$ cat config.mk
export PLATFORM = sky130hd
export DESIGN_NAME = lfsr_share_ctrl
export DESIGN_NICKNAME = d
export VERILOG_FILES = /design/src/rtl/lfsr_share_ctrl.sv
export SDC_FILE = /design/constraint.sdc
export NUM_CORES = 1
export LEC_CHECK = 0
export BUFFER_PORTS_ARGS = -buffer_cell sky130_fd_sc_hd__buf_2
export CAP_MARGIN = 10
export CORE_ASPECT_RATIO = 0.75
export CORE_MARGIN = 2
export CORE_UTILIZATION = 43
export DETAILED_ROUTE_END_ITERATION = 8
export GPL_TIMING_DRIVEN = 0
export PLACE_DENSITY = 0.68
export SLEW_MARGIN = 20
export SYNTH_ARGS = -nofsm -noshare
export SYNTH_HDL_FRONTEND = slang
export SYNTH_SLANG_ARGS = --single-unit
$ cat constraint.sdc
create_clock -name clk -period 1.9 [get_ports clk]
set_input_delay 0.38 -clock clk [delete_from_list [all_inputs] [get_ports clk]]
set_output_delay 0.38 -clock clk [all_outputs]
set_load 0.05 [all_outputs]
$ cat src/rtl/lfsr_share_ctrl.sv
// Purpose: shares one 8-bit LFSR between N requesters: seeds it, arbitrates round-robin, returns one stepped value per grant.
// Latency: a request sampled in IDLE gets gnt on the next cycle and rsp_valid STEPS+2 cycles after sampling; back-to-back grant period is STEPS+3.
// Backpressure: requests are level-sensitive and wait in IDLE; a pending reseed wins over requests and a grant cannot be aborted except by reset.
//
// Ports:
//   clk, rst_n           clock, asynchronous active-low reset
//   req[N]               per-requester level request
//   seed_in[8]           seed value, sampled when a seed load starts
//   reseed_req           single-cycle reseed pulse (remembered while busy)
//   gnt[N]               one-hot grant, held from first step through delivery
//   rsp_valid[N]         one-hot, one-cycle response strobe
//   rsp_data[8]          captured random value, held until the next capture
//   busy                 high whenever the controller is not idle
//   lfsr_en              LFSR step enable
//   lfsr_seed_en         LFSR seed load enable
//   lfsr_seed[8]         LFSR seed data
//   lfsr_rand[8]         current LFSR register value

module lfsr_share_ctrl #(
  parameter int         N           = 4,
  parameter int         STEPS       = 4,
  parameter int         SEED_CYCLES = 2,
  parameter logic [7:0] SAFE_SEED   = 8'hA5
) (
  input  logic         clk,
  input  logic         rst_n,
  input  logic [N-1:0] req,
  input  logic [7:0]   seed_in,
  input  logic         reseed_req,
  output logic [N-1:0] gnt,
  output logic [N-1:0] rsp_valid,
  output logic [7:0]   rsp_data,
  output logic         busy,
  output logic         lfsr_en,
  output logic         lfsr_seed_en,
  output logic [7:0]   lfsr_seed,
  input  logic [7:0]   lfsr_rand
);

  localparam int IW   = (N > 1) ? $clog2(N) : 1;
  localparam int CMAX = (STEPS > SEED_CYCLES) ? STEPS : SEED_CYCLES;
  localparam int CW   = $clog2(CMAX + 1);

  localparam logic [CW-1:0] STEPS_LAST = CW'(STEPS);
  localparam logic [CW-1:0] SEED_LAST  = CW'(SEED_CYCLES);
  localparam logic [CW-1:0] CNT_ONE    = CW'(1);

  typedef enum logic [2:0] {
    ST_SEED,
    ST_IDLE,
    ST_STEP,
    ST_CAPTURE,
    ST_DELIVER
  } state_t;

  // Registered state and outputs
  state_t         state;
  logic [CW-1:0]  cnt;
  logic [IW-1:0]  ptr;
  logic [IW-1:0]  cur_idx;
  logic           reseed_pend;

  // Next-state values
  state_t         state_nxt;
  logic [CW-1:0]  cnt_nxt;
  logic [IW-1:0]  ptr_nxt;
  logic [IW-1:0]  cur_idx_nxt;
  logic           reseed_pend_nxt;
  logic [N-1:0]   gnt_nxt;
  logic [N-1:0]   rsp_valid_nxt;
  logic [7:0]     rsp_data_nxt;
  logic           busy_nxt;
  logic           lfsr_en_nxt;
  logic           lfsr_seed_en_nxt;
  logic [7:0]     lfsr_seed_nxt;

  // Arbiter results
  logic           pick_found;
  logic [IW-1:0]  pick_idx;
  logic [IW-1:0]  cand;
  logic [N-1:0]   pick_onehot;

  // A zero seed would lock the LFSR, so substitute the safe seed.
  logic [7:0]     seed_pick;
  assign seed_pick = (seed_in == 8'h00) ? SAFE_SEED : seed_in;

  // Round-robin search starting one past the last served index.
  always_comb begin
    pick_found  = 1'b0;
    pick_idx    = '0;
    cand        = '0;
    pick_onehot = '0;
    for (int i = 1; i <= N; i++) begin
      cand = IW'((32'(ptr) + i) % N);
      if (!pick_found && req[cand]) begin
        pick_found = 1'b1;
        pick_idx   = cand;
      end
    end
    pick_onehot[pick_idx] = 1'b1;
  end

  always_comb begin
    state_nxt        = state;
    cnt_nxt          = cnt;
    ptr_nxt          = ptr;
    cur_idx_nxt      = cur_idx;
    reseed_pend_nxt  = reseed_pend | reseed_req;
    gnt_nxt          = gnt;
    rsp_valid_nxt    = '0;
    rsp_data_nxt     = rsp_data;
    busy_nxt         = 1'b1;
    lfsr_en_nxt      = 1'b0;
    lfsr_seed_en_nxt = 1'b0;
    lfsr_seed_nxt    = lfsr_seed;

    case (state)
      ST_SEED: begin
        if (!lfsr_seed_en) begin
          // Only reachable straight out of reset: start the load here,
          // since reset leaves the seed outputs cleared.
          lfsr_seed_en_nxt = 1'b1;
          lfsr_seed_nxt    = seed_pick;
          cnt_nxt          = CNT_ONE;
        end else if (cnt < SEED_LAST) begin
          lfsr_seed_en_nxt = 1'b1;
          cnt_nxt          = cnt + CNT_ONE;
        end else begin
          state_nxt = ST_IDLE;
          busy_nxt  = 1'b0;
          cnt_nxt   = '0;
        end
      end

      ST_IDLE: begin
        if (reseed_pend || reseed_req) begin
          state_nxt        = ST_SEED;
          lfsr_seed_en_nxt = 1'b1;
          lfsr_seed_nxt    = seed_pick;
          cnt_nxt          = CNT_ONE;
          reseed_pend_nxt  = 1'b0;
        end else if (pick_found) begin
          state_nxt   = ST_STEP;
          gnt_nxt     = pick_onehot;
          cur_idx_nxt = pick_idx;
          lfsr_en_nxt = 1'b1;
          cnt_nxt     = CNT_ONE;
        end else begin
          busy_nxt = 1'b0;
        end
      end

      ST_STEP: begin
        if (cnt < STEPS_LAST) begin
          lfsr_en_nxt = 1'b1;
          cnt_nxt     = cnt + CNT_ONE;
        end else begin
          state_nxt = ST_CAPTURE;
          cnt_nxt   = '0;
        end
      end

      ST_CAPTURE: begin
        // The last step landed at the start of this cycle, so lfsr_rand is final.
        rsp_data_nxt  = lfsr_rand;
        rsp_valid_nxt = gnt;
        state_nxt     = ST_DELIVER;
      end

      ST_DELIVER: begin
        ptr_nxt   = cur_idx;
        gnt_nxt   = '0;
        state_nxt = ST_IDLE;
        busy_nxt  = 1'b0;
      end

      default: begin
        state_nxt = ST_SEED;
        gnt_nxt   = '0;
        cnt_nxt   = '0;
      end
    endcase
  end

  always_ff @(posedge clk or negedge rst_n) begin
    if (!rst_n) begin
      state        <= ST_SEED;
      cnt          <= '0;
      ptr          <= IW'(N - 1);
      cur_idx      <= '0;
      reseed_pend  <= 1'b0;
      gnt          <= '0;
      rsp_valid    <= '0;
      rsp_data     <= 8'h00;
      busy         <= 1'b1;
      lfsr_en      <= 1'b0;
      lfsr_seed_en <= 1'b0;
      lfsr_seed    <= 8'h00;
    end else begin
      state        <= state_nxt;
      cnt          <= cnt_nxt;
      ptr          <= ptr_nxt;
      cur_idx      <= cur_idx_nxt;
      reseed_pend  <= reseed_pend_nxt;
      gnt          <= gnt_nxt;
      rsp_valid    <= rsp_valid_nxt;
      rsp_data     <= rsp_data_nxt;
      busy         <= busy_nxt;
      lfsr_en      <= lfsr_en_nxt;
      lfsr_seed_en <= lfsr_seed_en_nxt;
      lfsr_seed    <= lfsr_seed_nxt;
    end
  end

`ifndef SYNTHESIS
  a_en_excl : assert property (@(posedge clk) disable iff (!rst_n)
    !(lfsr_en && lfsr_seed_en));
  a_gnt_onehot : assert property (@(posedge clk) disable iff (!rst_n)
    $onehot0(gnt));
  a_rsp_match : assert property (@(posedge clk) disable iff (!rst_n)
    (rsp_valid != '0) |-> (rsp_valid == gnt));
`endif

endmodule

==> metrics.cfg, run 1 <==
[layout]
nFillCells=319
drive_gt1_share_pct=41.7
antennaDiodeCount=0
final_nets=223
area_growth_pct=24.9
instances_no_fill=251

[sta]
whs_ns=0.163
fin_crit_ns=1.73
rsz0062_at_grt=false
worstMarginPinSlew_ns=0.797
finalHoldViolCount=0
setup-tns-final_ns=0
min_period_over_period_pct=90.8
relSlewSlack_pct=46.9
max_freq_ghz=0.579
setup_viol=0
skew_ns=0.00719
finalMaxSlewViolations=0

[synthesis]
syn_area_sq_um=1700
ys_seq_area_share_pct=56.0
synth_area_leader_cell=dfrtp_1
synth_area_per_cell_sq_um=12.0
yosys-top-cells-area=dfrtp_1 (51%), mux2_2 (7.3%), dfstp_2 (4.6%)
yosys.area.top_type_share_pct=51.4
yosysWarnings=0
ys_async_sr_fraction_pct=100
synthesis.instances=142
synthesis.nets=167
synth_cell_types=39
synth_flop_cell=dfrtp_1
ys_ff_latch=38
synth_edf_count=0

[power]
power.density_nw_per_um2=1920
seqPwrFrac_pct=33.1
p_comb_share_pct=50.4
power.internal_mw=2.23
swShare_pct=45.5
power_switching_mw=1.86
vdd_drop_max_mv=1.03
leakage_nw=1.02
clkPwrFrac_pct=16.5

[route]
postRouteAntennaNets=0
vias=1339
first_pass_iters=4
drtIter0Drc=90
wl_mm=3.53
wl_per_cell_microns=14.1
drc=0
viasPerCell=5.33

[clock_tree]
postCtsHoldBufs=0
cts_sinks=38
clk_path_buf_depth=2
numCtsBuffers=5
clk_latency_ns=0.29
cts.htree.levels=2
cts_resized=0
clkTransAtPathRegs_ns=0.08
cts_tree=yes
post_cts_buffers=0
ctsRootBufferMaster=clkbuf_8

[global_routing]
antenna_found_initial=0
globalRoute.totalOverflow=0
groute.usage.overall_pct=16.5
grt_pass1_vias=1285
grt_pass1_wl_mm=5.82
grt_max_degree=39

[job]
maxCapViolCount=0

[critical_path]
end_kind=flop
start_kind=flop
r2r_slack_ns=0.17
arrival_ns=1.89
r2r_end=rsp_data[6]$_DFFE_PN0P_
crit_required_ns=2.07
cp_max_fo=10
worstReg2RegStart=state[1]$_DFFE_PN0P_
r2r_cells=4
startpoint=state[1]$_DFFE_PN0P_
critPathKind=flop to flop
critPathCapture=rsp_data[6]$_DFFE_PN0P_

[die]
std_cell_rows=19
core_area_sq_um=3730
start_util_pct=45.7
die_w_microns=76.7
die_h_microns=58.5
dieArea_sq_um=4490
io-pin-count=50

[hold_path]
holdCritPathClass=input pin to async pin

[place]
dp_hpwl_mm=2.57
gp_congestion=0.847
io_buffers=49
dpl.cell_count=243

[run_status]
status=finished clean

## layout make-up
cell class                 count  area [sq um]  area share (%)
buffer                         5          30.0            1.41
clock buffer                   5          68.8            3.23
clock inverter                 3          45.0            2.12
inverter                       9          33.8            1.59
multi-input combinational     90           686            32.2
sequential                    38           955            44.9
tap                           52          65.1            3.06
timing repair buffer          49           245            11.5
## power by group through the flow
stage / clock network [mW] / registers (mW) / logic [mW]
4_1_cts: 0.691 / 1.35 / 2.07
3_5_place_dp: 0 / 1.36 / 2.06
6_report: 0.675 / 1.35 / 2.06
3_3_place_gp: 0 / 1.34 / 2.02
5_1_grt: 0.731 / 1.39 / 2.19
2_1_floorplan: 0 / 2.15 / 0.811
## how the worst min path moves through the flow
stage | depth (start not counted) | end | slack (ns) | start
after global routing | 1 | cur_idx[1]$_DFFE_PN0P_ | 0.26 | rst_n
after detailed placement | 1 | rsp_data[5]$_DFFE_PN0P_ | 0.49 | rsp_data[5]$_DFFE_PN0P_
final | 1 | cur_idx[1]$_DFFE_PN0P_ | 0.16 | rst_n
after floorplan | 0 | cnt[0]$_DFFE_PN0P_ | 0.08 | rst_n
after global placement | 1 | rsp_data[3]$_DFFE_PN0P_ | 0.48 | rsp_data[3]$_DFFE_PN0P_
after CTS | 1 | cur_idx[1]$_DFFE_PN0P_ | 0.20 | rst_n
## cell families after synthesis
family          after synthesis  share of synthesized area [%]
simple gates                 38                           12.8
fa+ha+maj                     2                           1.47
flops                        38                           56.0
compound gates               33                           14.0
buf+inv                      14                           3.74
mux                          17                           12.0
## metal layers
layer  vias to the layer above  global-route usage [%]  wire (microns)
met2                        42                    28.3            1650
li1                        638                       -               -
met5                         -                       0               0
met1                       654                    20.8            1640
met4                         0                    3.90              33
met3                         5                    5.21             210
## cell usage in the layout (no fill, tap or decap), types with 2 or more instances in the layout
cell	instances
a21o_1	3
o32ai_1	4
a21oi_1	6
nor3_2	2
or2_2	2
dfstp_2	3
clkbuf_1	2
buf_2	49
a22o_1	2
o21a_1	2
mux2i_1	2
nor2_1	10
ha_1	2
clkinvlp_4	2
mux2_4	4
and3_1	2
nand2b_1	5
o22ai_1	2
o21ai_0	3
inv_1	8
nor4_1	7
nand2_1	4
clkbuf_8	5
mux2_2	11
o22a_1	5
dfrtp_1	35
## synthesized netlist by cell type (2+ instances only)
master and instances:
a21o_1 3, a21oi_1 6, a22o_1 2, and3_1 2
clkbuf_1 2, dfrtp_1 35, dfstp_2 3, ha_1 2
inv_1 8, mux2_2 11, mux2_4 4, mux2i_1 2
nand2_1 4, nand2b_1 5, nor2_1 10, nor3_2 2
nor4_1 7, o21a_1 2, o21ai_0 3, o22a_1 5
o22ai_1 2, o32ai_1 4, or2_2 2
## flip-flops by register name, summed over array words and instances (netlist names)
| register | flops |
|---|---|
| ptr | 2 |
| reseed_pend | 1 |
| lfsr_en | 1 |
| lfsr_seed_en | 1 |
| lfsr_seed | 8 |
| cur_idx | 2 |
| rsp_data | 8 |
| rsp_valid | 4 |
| busy | 1 |
| gnt | 4 |
| state | 3 |
| cnt | 3 |
## critical path, cell delays in order, from the launching register on
cell,delay (ns)
dfrtp_1,0.35
buf_4,0.17
inv_2,0.11
nor3_2,0.57
mux2_2,0.41
## stage by stage
stage / cell area (sq um) / power (mW) / util [%] / worst slack, ns
2_1_floorplan: 1700 / 2.96 / - / 0.375
3_3_place_gp: 2010 / 3.36 / 54.0 / 0.166
3_5_place_dp: 2010 / 3.42 / 54.0 / 0.112
4_1_cts: 2130 / 4.11 / 57.0 / 0.196
5_1_grt: 2130 / 4.31 / 57.0 / 0.0671
6_report: 2130 / 4.09 / 57.0 / 0.174
Power figures use the tool's default switching activity.
==> run 2, diff against run 1 <==
--- a/config.mk
+++ b/config.mk
@@ -12,7 +12,7 @@
 export CORE_UTILIZATION = 43
 export DETAILED_ROUTE_END_ITERATION = 8
 export GPL_TIMING_DRIVEN = 0
-export PLACE_DENSITY = 0.68
+export PLACE_DENSITY = 0.71
 export SLEW_MARGIN = 20
 export SYNTH_ARGS = -nofsm -noshare
 export SYNTH_HDL_FRONTEND = slang
==> constraint.sdc (replaced) <==
create_clock -name clk -period 1.44 [get_ports clk]
set_input_delay 0.288 -clock clk [delete_from_list [all_inputs] [get_ports clk]]
set_output_delay 0.288 -clock clk [all_outputs]
set_load 0.05 [all_outputs]
==> metrics.cfg, run 2 (synthesis results as in run 1) <==
[die]
core_area_sq_um=3730
die_w_microns=76.7
die_h_microns=58.5
io-pin-count=50
start_util_pct=45.7
std_cell_rows=19
dieArea_sq_um=4490

[critical_path]
worst-path-buf-inv=0
critPathKind=flop to flop
path_cells=or3b_4 > and3_4 > mux2_4
r2r_slack_ns=-0.02
cp_max_fo=5
crit_required_ns=1.61
r2r_end=lfsr_seed[1]$_DFFE_PN0P_
end_kind=flop
worstReg2RegStart=state[0]$_DFFE_PN0P_
r2r_cells=3
slowest_delay_ns=0.44
cp_top_family=simple AND/OR/NAND/NOR gates
start_kind=flop
crit_slowest_cell=or3b_4
arrival_ns=1.62

[layout]
final_nets=230
area_growth_pct=36.3
antennaDiodeCount=0
instances_no_fill=258
design_area_sq_um=2320
mostFrequentLayoutCell=buf_2
final_cell_mix=buf_2 (49), dfrtp_1 (30), mux2_2 (11), nor2_1 (8), inv_1 (8)
largest_registers=lfsr_seed (8), rsp_data (8)
fin_util_pct=62.3
drive_gt1_share_pct=54.9

[global_routing]
groute.usage.overall_pct=19.0
grt_pass1_vias=1387
grt_pass1_wl_mm=6.56
antenna_found_initial=0
globalRoute.totalOverflow=0
grt_max_degree=39

[sta]
layout_setup_ws_ns=-0.0178
relSlewSlack_pct=46.8
finalHoldViolCount=0
min_period_over_period_pct=101
worstMarginPinSlew_ns=0.798
setup_viol=9
max_freq_ghz=0.686
rsz0062_at_grt=true
skew_ns=0.00965
fin_crit_ns=1.46
finalMaxSlewViolations=0
setup-tns-final_ns=-0.0761

[clock_tree]
ctsRootBufferMaster=clkbuf_8
numCtsBuffers=5
clkTransAtPathRegs_ns=0.08
clk_latency_ns=0.29
cts.htree.levels=2
clk_path_buf_depth=2
postCtsHoldBufs=0
cts_tree=yes
cts_sinks=38

[power]
seqPwrFrac_pct=32.2
power_switching_mw=2.64
p_comb_share_pct=54.6
clkPwrFrac_pct=13.1
power.density_nw_per_um2=2440
vdd_drop_max_mv=1.54
power.internal_mw=3.03
leakage_nw=1.09
swShare_pct=46.6

[route]
viasPerCell=5.48
first_pass_iters=4
postRouteAntennaNets=0
vias=1415
drtIter0Drc=110
wl_per_cell_microns=16.1
wl_mm=4.16
drc=0

[place]
io_buffers=49
place_area_sq_um=2030
dpl.cell_count=243
dp_hpwl_mm=2.89
pre_cts_slack_ns=-0.320
gp_congestion=0.957

[run_status]
status=finished with violations
violations=negative setup slack

[job]
maxCapViolCount=0

[hold_path]
holdCritPathClass=input pin to async pin

## run 2: final cells by class
type / instances / area (sq um)
Buffer: 4 / 26.3
Clock buffer: 6 / 82.6
Clock inverter: 2 / 12.5
Fill cell: 285 / 1410
Inverter: 9 / 36.3
Multi-Input combinational cell: 91 / 826
Sequential cell: 38 / 961
Tap cell: 52 / 65.1
Timing Repair Buffer: 56 / 314
## run 2: how the worst max path moves through the flow
stage	from	cells past startpoint	slack (ns)	end
4_1_cts	state[0]$_DFFE_PN0P_	5	-0.02	cur_idx[0]$_DFFE_PN0P_
3_3_place_gp	req[1]	5	-0.24	cnt[0]$_DFFE_PN0P_
2_1_floorplan	state[0]$_DFFE_PN0P_	4	-0.04	lfsr_seed[1]$_DFFE_PN0P_
6_report	state[0]$_DFFE_PN0P_	3	-0.02	lfsr_seed[1]$_DFFE_PN0P_
3_5_place_dp	req[1]	5	-0.32	cnt[0]$_DFFE_PN0P_
5_1_grt	state[0]$_DFFE_PN0P_	4	-0.09	state[1]$_DFFE_PN0P_
## run 2: power groups by stage
stage	clock, mW	sequential, mW	combinational, mW
4_1_cts	0.764	1.80	2.94
3_5_place_dp	0	1.81	2.77
5_1_grt	0.822	1.88	3.26
3_3_place_gp	0	1.78	2.69
6_report	0.745	1.83	3.10
2_1_floorplan	0	2.83	1.10
## run 2: per-layer routing
layer / part of all wire (%) / wire length [microns] / up-vias / global-route usage, %
met4: 1.5 / 61 / 0 / 7.53
met1: 42 / 1750 / 686 / 23.5
li1: - / - / 649 / -
met2: 49 / 2060 / 70 / 32.3
met5: 0 / 0 / - / 0
met3: 6.9 / 289 / 10 / 5.21
## run 2: through the flow
stage / hold WS (ns) / total power, mW
after floorplan: -0.00759 / 3.93
after global placement: 0.402 / 4.47
after detailed placement: 0.421 / 4.59
after CTS: 0.116 / 5.50
after global routing: 0.159 / 5.95
final: 0.0777 / 5.67
## run 2: repair_timing
item	in CTS	in global routing
setup endpoints to repair	31	27
pin swaps	4	4
resized for setup	19	15
setup buffers	6	3
cloned	1	0
==> run 3, diff against run 2 <==
--- a/config.mk
+++ b/config.mk
@@ -13,6 +13,7 @@
 export DETAILED_ROUTE_END_ITERATION = 8
 export GPL_TIMING_DRIVEN = 0
 export PLACE_DENSITY = 0.71
+export SKIP_CTS_REPAIR_TIMING = 1
 export SLEW_MARGIN = 20
 export SYNTH_ARGS = -nofsm -noshare
 export SYNTH_HDL_FRONTEND = slang
==> metrics.cfg, run 3 (synthesis results as in run 1) <==
[critical_path]
cp_max_fo=5
arrival_ns=1.66
r2r_end=gnt[3]$_DFFE_PN0P_
r2r_slack_ns=-0.06
worstReg2RegStart=reseed_pend$_DFF_PN0_
end_kind=flop
critPathKind=flop to flop
start_kind=flop
r2r_cells=3
path_cells=or3b_4 > nor3_2 > o32ai_1
crit_required_ns=1.60
crit_slowest_cell=nor3_2
slowest_delay_ns=0.43
startpoint=reseed_pend$_DFF_PN0_

[sta]
rsz0062_at_grt=true
finalHoldViolCount=0
worstMarginPinSlew_ns=0.803
fin_crit_ns=1.50
relSlewSlack_pct=46.5
setup_viol=11
min_period_over_period_pct=104
layout_setup_ws_ns=-0.0638
finalMaxSlewViolations=0
max_freq_ghz=0.665
skew_ns=0.0128

[layout]
instances_no_fill=259
largest_registers=lfsr_seed (8), rsp_data (8)
regArea_sq_um=961
nFillCells=296
drive_gt1_share_pct=54.6
final_nets=231
multi_input_area_sq_um=803
area_growth_pct=35.5
antennaDiodeCount=0
final_cell_mix=buf_2 (49), dfrtp_1 (30), mux2_2 (11), nor2_1 (9)
mostFrequentLayoutCell=buf_2

[run_status]
status=finished with violations
violations=negative setup slack

[route]
vias=1375
first_pass_iters=4
drc=0
postRouteAntennaNets=0
viasPerCell=5.31
wl_mm=4.08
wl_per_cell_microns=15.8
drtIter0Drc=101

[power]
seqPwrFrac_pct=32.2
swShare_pct=46.3
power.internal_mw=3.01
leakage_nw=1.09
vdd_drop_max_mv=1.55
p_comb_share_pct=54.4
clkPwrFrac_pct=13.4
power.total_mw=5.61
power_switching_mw=2.60
power.density_nw_per_um2=2430

[global_routing]
antenna_found_initial=0
grt_max_degree=39
grt_pass1_wl_mm=6.13
groute.usage.overall_pct=17.7
globalRoute.totalOverflow=0
grt_pass1_vias=1309

[place]
io_buffers=49
dpl.cell_count=243
dp_hpwl_mm=2.89
gp_congestion=0.957

[clock_tree]
cts_sinks=38
clk_path_buf_depth=2
cts_tree=yes
numCtsBuffers=5
ctsRootBufferMaster=clkbuf_8
clkTransAtPathRegs_ns=0.08
clk_latency_ns=0.29
cts.htree.levels=2

[die]
start_util_pct=45.7
io-pin-count=50
die_h_microns=58.5
std_cell_rows=19
core_area_sq_um=3730
die_w_microns=76.7
dieArea_sq_um=4490

[job]
maxCapViolCount=0

[hold_path]
holdCritPathClass=input pin to async pin

-- run 3: cell types whose count changed in the layout (fill, tap and decap cells not counted), sizes merged --
cell,before,now
buf,57,60
and3,3,2
clkbuf,9,8
-- run 3: worst max path at each step --
| stage | to | depth (start not counted) |
|---|---|---|
| 6_report | gnt[3]$_DFFE_PN0P_ | 3 |
| 5_1_grt | gnt[3]$_DFFE_PN0P_ | 4 |
| 4_1_cts | cnt[1]$_DFFE_PN0P_ | 4 |
| 3_5_place_dp | cnt[0]$_DFFE_PN0P_ | 5 |
| 3_3_place_gp | cnt[0]$_DFFE_PN0P_ | 5 |
| 2_1_floorplan | lfsr_seed[1]$_DFFE_PN0P_ | 4 |
-- run 3: cell type report --
type | instances | area share (%)
Clock inverter | 2 | 0.542
Tap cell | 52 | 2.82
Inverter | 9 | 1.46
Sequential cell | 38 | 41.6
Multi-Input combinational cell | 90 | 34.8
Timing Repair Buffer | 58 | 14.1
Clock buffer | 6 | 3.58
Buffer | 4 | 1.08
-- run 3: metrics by stage --
stage	area [sq um]	setup TNS, ns	hold slack [ns]	util [%]	worst slack (ns)
5_1_grt	2310	-1.22	0.159	61.9	-0.130
2_1_floorplan	1720	-0.181	-0.00759	-	-0.0403
6_report	2310	-0.565	0.0767	61.9	-0.0638
3_5_place_dp	2030	-3.73	0.421	54.4	-0.320
4_1_cts	2120	-4.38	0.116	56.9	-0.331
3_3_place_gp	2030	-2.67	0.402	54.4	-0.245
-- run 3: critical path: cells and delay by family, from the launching register on --
family          cells  cell delay (ns)
flops               1             0.39
simple gates        2             0.85
compound gates      1             0.13
-- run 3: power by group through the flow --
stage / clock [mW] / sequential [mW] / combinational [mW]
after CTS: 0.764 / 1.80 / 2.79
after global placement: 0 / 1.78 / 2.69
final: 0.754 / 1.81 / 3.05
after floorplan: 0 / 2.83 / 1.10
after detailed placement: 0 / 1.81 / 2.77
after global routing: 0.822 / 1.86 / 3.21
-- run 3: routing by layer --
layer | global-route usage (%) | part of all wire (%) | vias up | wire [microns]
li1 | - | - | 650 | -
met1 | 22.1 | 43 | 664 | 1770
met2 | 30.3 | 50 | 55 | 2040
met3 | 4.60 | 6.0 | 6 | 247
met4 | 6.49 | 0.78 | 0 | 32
met5 | 0 | 0 | - | 0
